**config.mk**
```make
export PLATFORM = sky130hd
export DESIGN_NAME = draw_sprite
export DESIGN_NICKNAME = d
export VERILOG_FILES = /design/src/rtl/draw_sprite.sv
export SDC_FILE = /design/constraint.sdc
export NUM_CORES = 1
export LEC_CHECK = 0
export ABC_AREA = 1
export CORE_UTILIZATION = 46
export DETAILED_ROUTE_END_ITERATION = 6
export PLACE_DENSITY = 0.84
export SLEW_MARGIN = 10
export SYNTH_ARGS = -nofsm -noshare
export SYNTH_HDL_FRONTEND = slang
export SYNTH_SLANG_ARGS = --single-unit
```
**constraint.sdc**
```tcl
create_clock -name pclk -period 2.8 [get_ports pclk]
set_input_delay 0.7 -clock pclk [delete_from_list [all_inputs] [get_ports pclk]]
set_output_delay 0.7 -clock pclk [all_outputs]
set_load 0.02 [all_outputs]
```
**src/rtl/draw_sprite.sv**
```systemverilog
// draw_sprite: overlays a ROM-backed sprite on a pixel stream.
// Position, scale and enable are shadowed at each vsync rising edge, so changes
// made mid-frame take effect on the next frame. The sprite area is one sprite
// (2^SPR_W_LOG2 x 2^SPR_H_LOG2 source pixels) at 1x or 2x pixel replication.
// The timing path is delayed ROM_LAT+2 cycles so that it stays aligned with
// the data coming back from the external sprite memory.
// Optional feature: define DRAW_SPRITE_MIRROR_EN to add a horizontal-mirror input.
module draw_sprite #(
   parameter int          SPR_W_LOG2 = 6,
   parameter int          SPR_H_LOG2 = 6,
   parameter int          ROM_LAT    = 1,
   parameter logic [11:0] KEY_COLOR  = 12'hfff
) (
   input  logic                             pclk,
   input  logic                             rst,
   input  logic [10:0]                      hcount_in,
   input  logic [10:0]                      vcount_in,
   input  logic                             hsync_in,
   input  logic                             vsync_in,
   input  logic                             hblnk_in,
   input  logic                             vblnk_in,
   input  logic [11:0]                      rgb_in,
   input  logic [11:0]                      xpos,
   input  logic [11:0]                      ypos,
   input  logic                             scale,
   input  logic                             enable,
`ifdef DRAW_SPRITE_MIRROR_EN
   input  logic                             mirror,
`endif
   input  logic [11:0]                      rgb_pixel,
   output logic [SPR_W_LOG2+SPR_H_LOG2-1:0] pixel_addr,
   output logic [10:0]                      hcount_out,
   output logic [10:0]                      vcount_out,
   output logic                             hsync_out,
   output logic                             vsync_out,
   output logic                             hblnk_out,
   output logic                             vblnk_out,
   output logic [11:0]                      rgb_out
);

   localparam int AW  = SPR_W_LOG2 + SPR_H_LOG2;
   localparam int DLY = ROM_LAT + 2;  // total delay of the timing path
   localparam int TW  = 26;           // packed {hcount, vcount, hsync, vsync, hblnk, vblnk}

   // Shadow copies of the frame-level controls.
   logic [11:0] xs_q, ys_q;
   logic        scale_q, en_q, mirror_q;
   logic        vsync_prev_q;
   logic        shadow_load;

   assign shadow_load = vsync_in & ~vsync_prev_q;

   // Capture frame controls on the vsync rising edge only.
   always_ff @(posedge pclk or negedge rst) begin
      if (!rst) begin
         xs_q         <= '0;
         ys_q         <= '0;
         scale_q      <= 1'b0;
         en_q         <= 1'b0;
         mirror_q     <= 1'b0;
         vsync_prev_q <= 1'b0;
      end else begin
         vsync_prev_q <= vsync_in;
         if (shadow_load) begin
            xs_q    <= xpos;
            ys_q    <= ypos;
            scale_q <= scale;
            en_q    <= enable;
`ifdef DRAW_SPRITE_MIRROR_EN
            mirror_q <= mirror;
`else
            mirror_q <= 1'b0;
`endif
         end
      end
   end

   // Hit test and address generation for the incoming pixel. Region bounds are
   // kept at 13 bits so a sprite near the right/bottom edge never wraps.
   logic [12:0]           spr_w, spr_h, x_end, y_end;
   logic [11:0]           dx, dy;
   logic [SPR_W_LOG2-1:0] col, col_m;
   logic [SPR_H_LOG2-1:0] row;
   logic                  hit_d;
   logic [AW-1:0]         addr_d;

   // Combinational region test and {row, column} address.
   always_comb begin
      spr_w  = 13'(2 ** SPR_W_LOG2);
      spr_h  = 13'(2 ** SPR_H_LOG2);
      if (scale_q) begin
         spr_w = spr_w << 1;
         spr_h = spr_h << 1;
      end
      x_end  = {1'b0, xs_q} + spr_w;
      y_end  = {1'b0, ys_q} + spr_h;
      hit_d  = en_q && !hblnk_in && !vblnk_in &&
               ({2'b00, hcount_in} >= {1'b0, xs_q}) && ({2'b00, hcount_in} < x_end) &&
               ({2'b00, vcount_in} >= {1'b0, ys_q}) && ({2'b00, vcount_in} < y_end);
      dx     = {1'b0, hcount_in} - xs_q;
      dy     = {1'b0, vcount_in} - ys_q;
      col    = SPR_W_LOG2'(dx >> scale_q);
      row    = SPR_H_LOG2'(dy >> scale_q);
      col_m  = mirror_q ? ~col : col;
      addr_d = hit_d ? {row, col_m} : '0;
   end

   // Delay lines: timing/background/hit travel together so the hit flag is
   // never recomputed on delayed counters.
   logic [TW-1:0]   tim_q [DLY];
   logic [11:0]     rgb_q [DLY-1];
   logic            hit_q [DLY-1];
   logic [AW-1:0]   addr_q;
   logic [11:0]     rgb_out_q;

   // Register the address and shift the pipeline; rgb compositing happens in
   // the final stage, when the memory data for this pixel is present.
   always_ff @(posedge pclk or negedge rst) begin
      if (!rst) begin
         addr_q    <= '0;
         rgb_out_q <= '0;
         for (int i = 0; i < DLY; i++) tim_q[i] <= '0;
         for (int i = 0; i < DLY - 1; i++) begin
            rgb_q[i] <= '0;
            hit_q[i] <= 1'b0;
         end
      end else begin
         addr_q   <= addr_d;
         tim_q[0] <= {hcount_in, vcount_in, hsync_in, vsync_in, hblnk_in, vblnk_in};
         rgb_q[0] <= rgb_in;
         hit_q[0] <= hit_d;
         for (int i = 1; i < DLY; i++) tim_q[i] <= tim_q[i-1];
         for (int i = 1; i < DLY - 1; i++) begin
            rgb_q[i] <= rgb_q[i-1];
            hit_q[i] <= hit_q[i-1];
         end
         rgb_out_q <= (hit_q[DLY-2] && (rgb_pixel != KEY_COLOR)) ? rgb_pixel : rgb_q[DLY-2];
      end
   end

   assign pixel_addr = addr_q;
   assign {hcount_out, vcount_out, hsync_out, vsync_out, hblnk_out, vblnk_out} = tim_q[DLY-1];
   assign rgb_out    = rgb_out_q;

endmodule
```
==> impl_metrics.json <==
{
  "cts_sinks": 154,
  "cts_tree": "yes",
  "power_density_nw_per_um2": 674,
  "utilization_pct": 63.1,
  "r2r-start": "scale_q$_DFFE_PN0P_",
  "postCtsSetupBuffers": 0,
  "vias": 4160,
  "drive_above_1_share_pct": 10.9,
  "worst_pin_slew_ps": 564,
  "fin_worst_skew_ps": 5.23,
  "timing.rr.end": "pixel_addr[1]$_DFF_PN0_",
  "cts_buffers": 17,
  "core-area_um2": 12800,
  "startpoint": "scale_q$_DFFE_PN0P_",
  "met1_length_um": 5220,
  "tns_ps": 0,
  "ys_warn_count": 0,
  "grt_pass1_wl_um": 20700,
  "maxCapViolations": 0,
  "slew_viol_final": 0,
  "syn2layout_area_growth_pct": 31.3,
  "hold_buffers": 0,
  "synthesis.area_um2": 6170,
  "first_iter_violations": 207,
  "crit_type": "flop to flop",
  "hold_viol_final": 0,
  "grt_max_degree": 69,
  "routed-wl-met2_um": 6140,
  "period_needed_ps": 2540,
  "yosys-top-cells-area": "dfrtp_1, ha_1, nand2_1",
  "met3_wirelength_um": 679,
  "root_buffer": "clkbuf_16",
  "antenna_found_initial": 0,
  "setup_viol": 0,
  "hold_class": "input pin to asynchronous set/reset pin",
  "ctsLongestPathBuffers": 2,
  "synth.avg_cell_area_um2": 11.1,
  "finalCritPeriodShare_pct": 90.6,
  "final_nets": 797,
  "fmax_mhz": 394,
  "wl_um": 12400,
  "finalPower_mw": 5.46,
  "syn-num-nets": 672,
  "die_area_um2": 13900,
  "synthDominantCellAreaShare_pct": 62.5,
  "synthCells": 554,
  "cts_resized": 0,
  "dp_hpwl_um": 9050,
  "io_pins": 128,
  "endpoint_kind": "flop",
  "synth-seq-cells": 154,
  "ys_seq_area_share_pct": 62.5,
  "synth_cell_types": 34,
  "path_clk_slew_ps": 60,
  "reg2reg_depth": 14,
  "grt_util_all_layers_pct": 19.5,
  "num_rows": 41,
  "die_w_um": 118,
  "cp_max_fo": 7,
  "clk_latency_ps": 420,
  "drc": 0,
  "numPortBuffers": 127,
  "status": "completed",
  "rsz0062_at_grt": "no",
  "ir_worst_vdd_v": 0.000385,
  "worstSetupStartpointType": "flop",
  "viasPerCell": 4.82,
  "overflow": 0,
  "ff2ff_setup_slack_ps": 260,
  "cp.arrival_ps": 2880,
  "antenna_cells": 0,
  "grt_pass1_vias": 4401,
  "cp.required_ps": 3140,
  "wl_per_cell_um": 14.3,
  "gp_congestion": 0.898,
  "htreeDepth": 4,
  "highest_layer": "met4",
  "dieHeight_um": 118,
  "yosysTopAreaCell": "dfrtp_1",
  "drt_pass1_iterations": 6,
  "ant_nets": 0,
  "slew_headroom_pct": 62.3,
  "start_util_pct": 48.1,
  "leakagePower_nw": 3.91
}
==> cells by family after synthesis <==
group | count (synthesis) | synth area share [%]
AND/OR/NAND/NOR | 176 | 13.1
flip-flops | 154 | 62.5
buffers and inverters | 102 | 7.81
AO/OA/AOI/OAI | 68 | 5.92
adder cells (fa/ha/maj) | 40 | 8.60
XOR/XNOR | 11 | 1.56
multiplexers | 3 | 0.548
==> per-layer routing <==
layer | vias to the layer above | global-route usage, %
met2 | 141 | 32.6
met1 | 1990 | 22.9
met4 | 0 | 8.57
li1 | 2001 | -
met5 | - | 0
met3 | 28 | 6.59
==> through the flow <==
stage          setup WS [ps]  instance area [µm²]  hold slack (ps)  cells
3_5_place_dp            29.3                 7530              335    831
4_1_cts                  148                 8070              199    862
5_1_grt                 56.9                 8100              223    863
6_report                 263                 8100              207    863
3_3_place_gp            75.9                 7530              332    831
2_1_floorplan            119                 6170              331    554
==> critical path, cell delays in order (launching register included) <==
cell	delay (ps)
dfrtp_1	390
inv_2	110
ha_2	210
fa_2	230
nand2_1	80
o21ai_0	170
o21ai_0	110
ha_1	300
nand2_1	80
inv_1	40
o21ai_1	160
nand2_1	110
nor2_4	160
nand4_4	180
nor2_1	140
==> how the worst max path moves through the flow <==
stage                                         end  depth (start not counted)
after global routing      pixel_addr[1]$_DFF_PN0_                         14
after detailed placement  pixel_addr[6]$_DFF_PN0_                         13
after floorplan           pixel_addr[3]$_DFF_PN0_                         16
final                     pixel_addr[1]$_DFF_PN0_                         14
after global placement    pixel_addr[1]$_DFF_PN0_                         13
after CTS                 pixel_addr[1]$_DFF_PN0_                         14
==> sequential cells by signal, indices dropped and copies added (netlist names) <==
| register | cells |
|---|---|
| tim_q | 52 |
| rgb_q | 24 |
| pixel_addr | 12 |
| rgb_out | 12 |
| xs_q | 12 |
| ys_q | 12 |
| hcount_out | 11 |
| vcount_out | 11 |
| hit_q | 2 |
| en_q | 1 |
| hblnk_out | 1 |
| hsync_out | 1 |
| scale_q | 1 |
| vblnk_out | 1 |
| vsync_out | 1 |
==> cells in the mapped netlist <==
cell	instances
nor2_2	10
nand3_1	17
buf_2	1
inv_1	64
mux2_2	3
xnor2_1	4
nor2_1	35
clkinv_1	1
nor3b_1	1
buf_4	22
nand3b_1	4
and2_1	1
buf_6	2
a21oi_1	36
inv_2	4
a31oi_1	2
dfrtp_1	154
a31o_2	2
clkbuf_1	8
nand2_1	89
nand4_1	10
nor2_4	1
o31ai_2	1
a21o_1	1
nand4_4	1
nand2_2	4
fa_1	4
o21a_1	1
o21ai_0	22
xor2_1	7
o21ai_1	2
a22oi_1	1
ha_1	36
nand3_2	3
==> cell usage in the layout, fill, tap and decap left out, drive strengths merged, types with 2 or more instances in the layout <==
cell type and instances:
nor2 46, xnor2 4, clkbuf 19, a31o 2
inv 69, fa 4, a21oi 36, xor2 7
clkdlybuf4s50 126, ha 36, clkinv 8, a31oi 2
nand3b 4, nand2 93, dfrtp 154, o21ai 24
buf 12, clkinvlp 3, mux2 3, nand3 20
nand4 12
==> report_power, final <==
part           leakage [nW]  internal, mW  switching (mW)  total (mW)
sequential             1.81          2.36          0.0547        2.41
clock                 0.265          1.23           0.853        2.08
combinational          1.83         0.419           0.542       0.961
==> final cells by class <==
type | count | area [µm²]
clock buffers | 19 | 443
clock inverters | 12 | 100
fillers | 977 | 4730
inverters | 69 | 259
multi-input cells | 299 | 1860
flip-flops and latches | 154 | 3850
well taps | 172 | 215
repair buffers | 138 | 1370
No activity file was read; power rests on OpenSTA's default activity.
